`src/rtl/fifo_wr_arbiter.sv`:
```
// ---------------------------------------------------------------------------
// fifo_wr_arbiter
//
// Shares one FIFO write port between NREQ requesters. An idle arbiter picks
// the next requester round-robin after the previous owner, then grants it the
// port for a burst of up to MAX_BURST accepted beats. A burst ends when the
// owner drops its request or reaches MAX_BURST beats. Every release is
// followed by at least one idle cycle before the next grant. While the FIFO
// is full, the burst stalls without a timeout.
//
// Ports
//   wclk      : clock, rising edge
//   wrst_n    : asynchronous active-low reset
//   req       : per-requester word-valid
//   req_data  : per-requester data lanes, lane i at [i*DSIZE +: DSIZE]
//   gnt       : registered one-hot ownership (all zero when idle)
//   ack       : per-requester beat accepted this cycle (combinational)
//   wfull     : FIFO full flag (wclk domain)
//   winc      : FIFO write enable (combinational)
//   wdata     : FIFO write data, always the owner's lane
//   busy      : high while a burst is in progress
//   owner     : index of the current or most recent owner
// ---------------------------------------------------------------------------
module fifo_wr_arbiter #(
    parameter int DSIZE     = 8,
    parameter int NREQ      = 4,
    parameter int MAX_BURST = 4,
    localparam int OW       = (NREQ > 1) ? $clog2(NREQ) : 1,
    localparam int CW       = $clog2(MAX_BURST + 1)
) (
    input  logic                  wclk,
    input  logic                  wrst_n,
    input  logic [NREQ-1:0]       req,
    input  logic [NREQ*DSIZE-1:0] req_data,
    output logic [NREQ-1:0]       gnt,
    output logic [NREQ-1:0]       ack,
    input  logic                  wfull,
    output logic                  winc,
    output logic [DSIZE-1:0]      wdata,
    output logic                  busy,
    output logic [OW-1:0]         owner
);

    typedef enum logic [0:0] {
        IDLE  = 1'b0,
        BURST = 1'b1
    } state_t;

    state_t          state_q;
    state_t          state_d;
    logic [NREQ-1:0] gnt_d;
    logic [OW-1:0]   owner_d;
    logic [OW-1:0]   last_q;
    logic [OW-1:0]   last_d;
    logic [CW-1:0]   beat_cnt;
    logic [CW-1:0]   beat_cnt_d;

    logic            sel_vld;
    logic [OW-1:0]   sel_idx;
    logic            accept;

    // Round-robin search: scan last+1, last+2, ... wrapping, so the previous
    // owner is considered last. The first hit wins.
    always_comb begin
        int       idx;
        logic [OW-1:0] cand;
        sel_vld = 1'b0;
        sel_idx = '0;
        idx     = 0;
        cand    = '0;
        for (int i = 1; i <= NREQ; i++) begin
            idx  = (int'(last_q) + i) % NREQ;
            cand = OW'(idx);
            if (!sel_vld && req[cand]) begin
                sel_vld = 1'b1;
                sel_idx = cand;
            end
        end
    end

    assign busy   = (state_q == BURST);
    assign accept = busy && req[owner] && !wfull;
    assign winc   = accept;
    assign wdata  = req_data[int'(owner)*DSIZE +: DSIZE];

    always_comb begin
        ack = '0;
        if (accept) begin
            ack[owner] = 1'b1;
        end
    end

    // Next-state logic. Non-owner requests are not looked at during a burst.
    always_comb begin
        state_d    = state_q;
        gnt_d      = gnt;
        owner_d    = owner;
        last_d     = last_q;
        beat_cnt_d = beat_cnt;
        case (state_q)
            IDLE: begin
                if (sel_vld) begin
                    state_d        = BURST;
                    owner_d        = sel_idx;
                    gnt_d          = '0;
                    gnt_d[sel_idx] = 1'b1;
                    beat_cnt_d     = '0;
                end
            end
            BURST: begin
                if (!req[owner]) begin
                    state_d = IDLE;
                    gnt_d   = '0;
                    last_d  = owner;
                end else if (accept) begin
                    beat_cnt_d = beat_cnt + CW'(1);
                    // This beat is the last one the grant allows.
                    if (beat_cnt == CW'(MAX_BURST - 1)) begin
                        state_d = IDLE;
                        gnt_d   = '0;
                        last_d  = owner;
                    end
                end
            end
            default: begin
                state_d = IDLE;
                gnt_d   = '0;
            end
        endcase
    end

    // last resets to NREQ-1 so that requester 0 is first in line after reset.
    always_ff @(posedge wclk or negedge wrst_n) begin
        if (!wrst_n) begin
            state_q  <= IDLE;
            gnt      <= '0;
            owner    <= '0;
            last_q   <= OW'(NREQ - 1);
            beat_cnt <= '0;
        end else begin
            state_q  <= state_d;
            gnt      <= gnt_d;
            owner    <= owner_d;
            last_q   <= last_d;
            beat_cnt <= beat_cnt_d;
        end
    end

endmodule

```
`config.mk`:
```
export PLATFORM = sky130hd
export DESIGN_NAME = fifo_wr_arbiter
export DESIGN_NICKNAME = d
export VERILOG_FILES = /design/src/rtl/fifo_wr_arbiter.sv
export SDC_FILE = /design/constraint.sdc
export NUM_CORES = 1
export LEC_CHECK = 0
export ABC_AREA = 1
export BUFFER_PORTS_ARGS = -buffer_cell sky130_fd_sc_hd__buf_2
export CAP_MARGIN = 20
export CORE_ASPECT_RATIO = 0.8
export CORE_MARGIN = 5
export CORE_UTILIZATION = 30
export CTS_CLUSTER_SIZE = 30
export DETAILED_ROUTE_END_ITERATION = 7
export PLACE_DENSITY_LB_ADDON = 0.3
export SYNTH_ARGS = -nofsm -noshare
export SYNTH_HDL_FRONTEND = slang
export SYNTH_SLANG_ARGS = --single-unit
```
`constraint.sdc`:
```
create_clock -name wclk -period 4 [get_ports wclk]
set_input_delay 0.8 -clock wclk [delete_from_list [all_inputs] [get_ports wclk]]
set_output_delay 0.8 -clock wclk [all_outputs]
set_load 0.05 [all_outputs]
```
==> impl_summary.log <==
INFO  metric status = completed
INFO  metric cts.repair_timing.setup_buffer_count = 0
INFO  metric ys_dominant_reg_cell = dfrtp_1
INFO  metric syn-num-nets = 190
INFO  metric routed_wl = 3.17 mm
INFO  metric synth_cells = 149
INFO  metric vias_per_cell = 4.84
INFO  metric initial_utilization = 0.306
INFO  metric finalNetCount = 249
INFO  metric grt_pass1_vias = 1103
INFO  metric finalSetupViolations = 0
INFO  metric critical_path.slowest_cell = dfrtp_1
INFO  metric cts_inserted_buffers = 3
INFO  metric clk-insertion-delay-late = 0.24 ns
INFO  metric die_w = 79.1 um
INFO  metric timing.setup.critical_path_class = flip-flop to output port
INFO  metric vias = 1214
INFO  metric clock_input_transition_at_the_sequential_cells_of_the_worst_setup_and_hold_paths = 0.05 ns
INFO  metric cts_num_sinks = 12
INFO  metric groute.usage.overall = 0.120
INFO  metric avgSynthCellArea = 7.70 um^2
INFO  metric row_count = 20
INFO  metric core_area = ~3800 um^2
INFO  metric final_layout_size_suffix_gt1_frac = 0.488
INFO  metric power.total = 0.00144 W
INFO  metric synth_sequential_area_ratio = 0.264
INFO  metric regToRegSetupSlack = 2.34 ns
INFO  metric regToRegStartpoint = last_q[0]$_DFFE_PN1P_
INFO  metric ff_latch_area = 303 um^2
INFO  metric synth.top_cells.by_count = nand2_1 (47), a22oi_1 (13), nand3_1 (11)
INFO  metric timing.clock.skew = around 0.0017 ns
INFO  metric area_of_the_multi_input_gates = 749 um^2
INFO  metric flow.area_growth_from_synthesis = 31.3%
INFO  metric synth_most_common_cell = nand2_1
INFO  metric worst-slew-pin-transition = roughly 0.43 ns
INFO  metric io_pins = 59
INFO  metric wl_per_cell = 12.6 um
INFO  metric cts_htree_levels = 1
INFO  metric power.density = 958 nW/um^2
INFO  metric synth_top_area_frac = 0.218
INFO  metric firstDrtPassIters = 4
INFO  metric drt_first_iter_violations = 42
INFO  metric cp_slowest_stage_delay = 0.60 ns
INFO  metric max-cap-violations = 0
INFO  metric drc = 0
INFO  metric grt_pass1_wl = 5.06 mm
INFO  metric path_cells = inv_4 > nor2_4 > nand2_2 > nand4_4 > nand3b_4 > nor3_2 > buf_2
INFO  metric ffs_w_async_s_r_synth = 1.00
INFO  metric synth-seq-cells = 12
INFO  metric worstPathRequired = 3.20 ns
INFO  metric dieHeight = approximately 65 um
INFO  metric vdd_drop_max = ~0.33 mV
INFO  metric yosys_warnings = 0
INFO  metric start_kind = flip-flop
INFO  metric synth_cell_types = 30
INFO  metric grt_remaining_overflow = 0
INFO  metric synth-edff-count = 0
INFO  metric total_leakage_power = 0.807 nW
INFO  metric tritoncts = yes
INFO  metric grt_max_degree = 13
INFO  metric cts_buffer_depth = 2
INFO  metric antenna_cells_inserted = 0
INFO  metric max_slew_vio_count = 0
INFO  metric final-hold-violation-count = 0
INFO  metric nFillCells = 398
INFO  metric worst_hold_path_type = input port to asynchronous set/reset pin
INFO  metric dp_hpwl = 2.55 mm
INFO  metric endpoint_of_the_worst_slack_reg_to_reg_timing_path = gnt[2]$_DFFE_PN0P_
INFO  metric timing.max_slew.rel_slack = 0.716
INFO  metric mappedNetlistArea = 1150 um^2
INFO  metric antenna_found_initial = 1
INFO  metric layout_min_cycle_time = 2.74 ns
INFO  metric critical_path.endpoint_type = output port
INFO  metric crit_fanout = 10
INFO  metric cts_hold_buffers = 0
INFO  metric fmax = 365 MHz
INFO  metric synth.area.top_cells = dfrtp_1 (22%), nand2_1 (15%), a22oi_1 (8.5%), nand2_4 (5.9%), nand2_2 (5.5%)
INFO  metric timing.reg2reg.worst_path_depth = 8
INFO  metric place.gp.congestion = approximately 0.75
INFO  metric layout_worst_path_cycle_share = 0.686
INFO  metric detail-route-antenna-nets = 0
INFO  metric cp_data_arrival_time = 1.94 ns
INFO  metric cts.repair.resized = 0
INFO  metric fin_setup_tns = 0 ns
INFO  metric cts_root_buf = clkbuf_8
INFO  metric port_buffers = 58
INFO  metric netlist.top_cell.by_area = dfrtp_1
INFO  metric die_area = ~5200 um^2
INFO  metric grt_setup_unrepaired = no
[critical path: cells and delay by family, from the launching register on]
family | cells | cell delay (ns)
flip-flops | 1 | 0.60
buffers and inverters | 2 | 0.37
AND/OR/NAND/NOR | 5 | 0.73
[registers in the layout, summed over array words and instances, names as in the netlist]
| signal | flops |
|---|---|
| gnt | 4 |
| busy | 1 |
| last_q | 2 |
| owner | 2 |
| beat_cnt | 3 |
[area by class of cell]
cell class / instances / area share
multi-input combinational: 121 / 0.498
clock buffer: 4 / 0.0365
timing repair buffer: 58 / 0.193
sequential: 12 / 0.201
inverter: 12 / 0.0357
tap: 44 / 0.0365
[metal layers]
metal	wire, um	vias up	share of wire	GRT usage
met5	11	-	0.0035	0
met2	1230	54	0.39	0.181
met4	20	2	0.0063	0.0193
met1	1460	532	0.46	0.159
met3	447	4	0.14	0.0562
li1	-	622	-	-
[worst max path at each step]
stage                          from  endpoint  depth (start not counted)  slack (ns)
2_1_floorplan  owner[1]$_DFFE_PN0P_    ack[3]                          7        1.13
3_3_place_gp                 req[3]    ack[1]                          6        1.49
3_5_place_dp                 req[3]    ack[2]                          6        1.47
4_1_cts        owner[1]$_DFFE_PN0P_    ack[1]                          7        1.24
5_1_grt        owner[1]$_DFFE_PN0P_    ack[0]                          7        1.10
6_report       owner[1]$_DFFE_PN0P_    ack[1]                          7        1.26
[power by group]
part	switching, W	leakage [nW]	internal [W]
Sequential	0.0000884	0.150	0.000175
Combinational	0.000757	0.628	0.000290
Clock	0.0000460	0.0288	0.0000870
Total	0.000892	0.807	0.000551
[cells by family (layout without fill, tap and decap cells)]
kind of cell | count (synthesis) | in the layout | share of synthesized area
fa+ha+maj | 2 | 2 | 0.0218
buf+inv | 16 | 74 | 0.0829
flops | 12 | 12 | 0.264
compound gates | 26 | 26 | 0.160
simple gates | 93 | 93 | 0.471
[placed cells by master (no fill, tap or decap), drive strengths merged, types with 2 or more instances in the layout]
cell    count
a22oi      13
buf        58
clkbuf      4
dfrtp      10
dfstp       2
ha          2
inv        11
nand2      63
nand3      13
nand4       5
nor2        7
nor3        3
o21ai       7
[per-stage QoR]
step                worst slack (ns)  cells  cell area, um^2  hold WS (ns)   util
global placement                1.49    247             1450         0.468  0.387
floorplan                       1.13    149             1150         0.455      -
finish                          1.26    251             1510         0.419  0.401
detailed placement              1.47    247             1450         0.467  0.387
CTS                             1.24    251             1510         0.420  0.401
global route                    1.10    251             1510         0.428  0.401
Power figures use the tool's default switching activity.
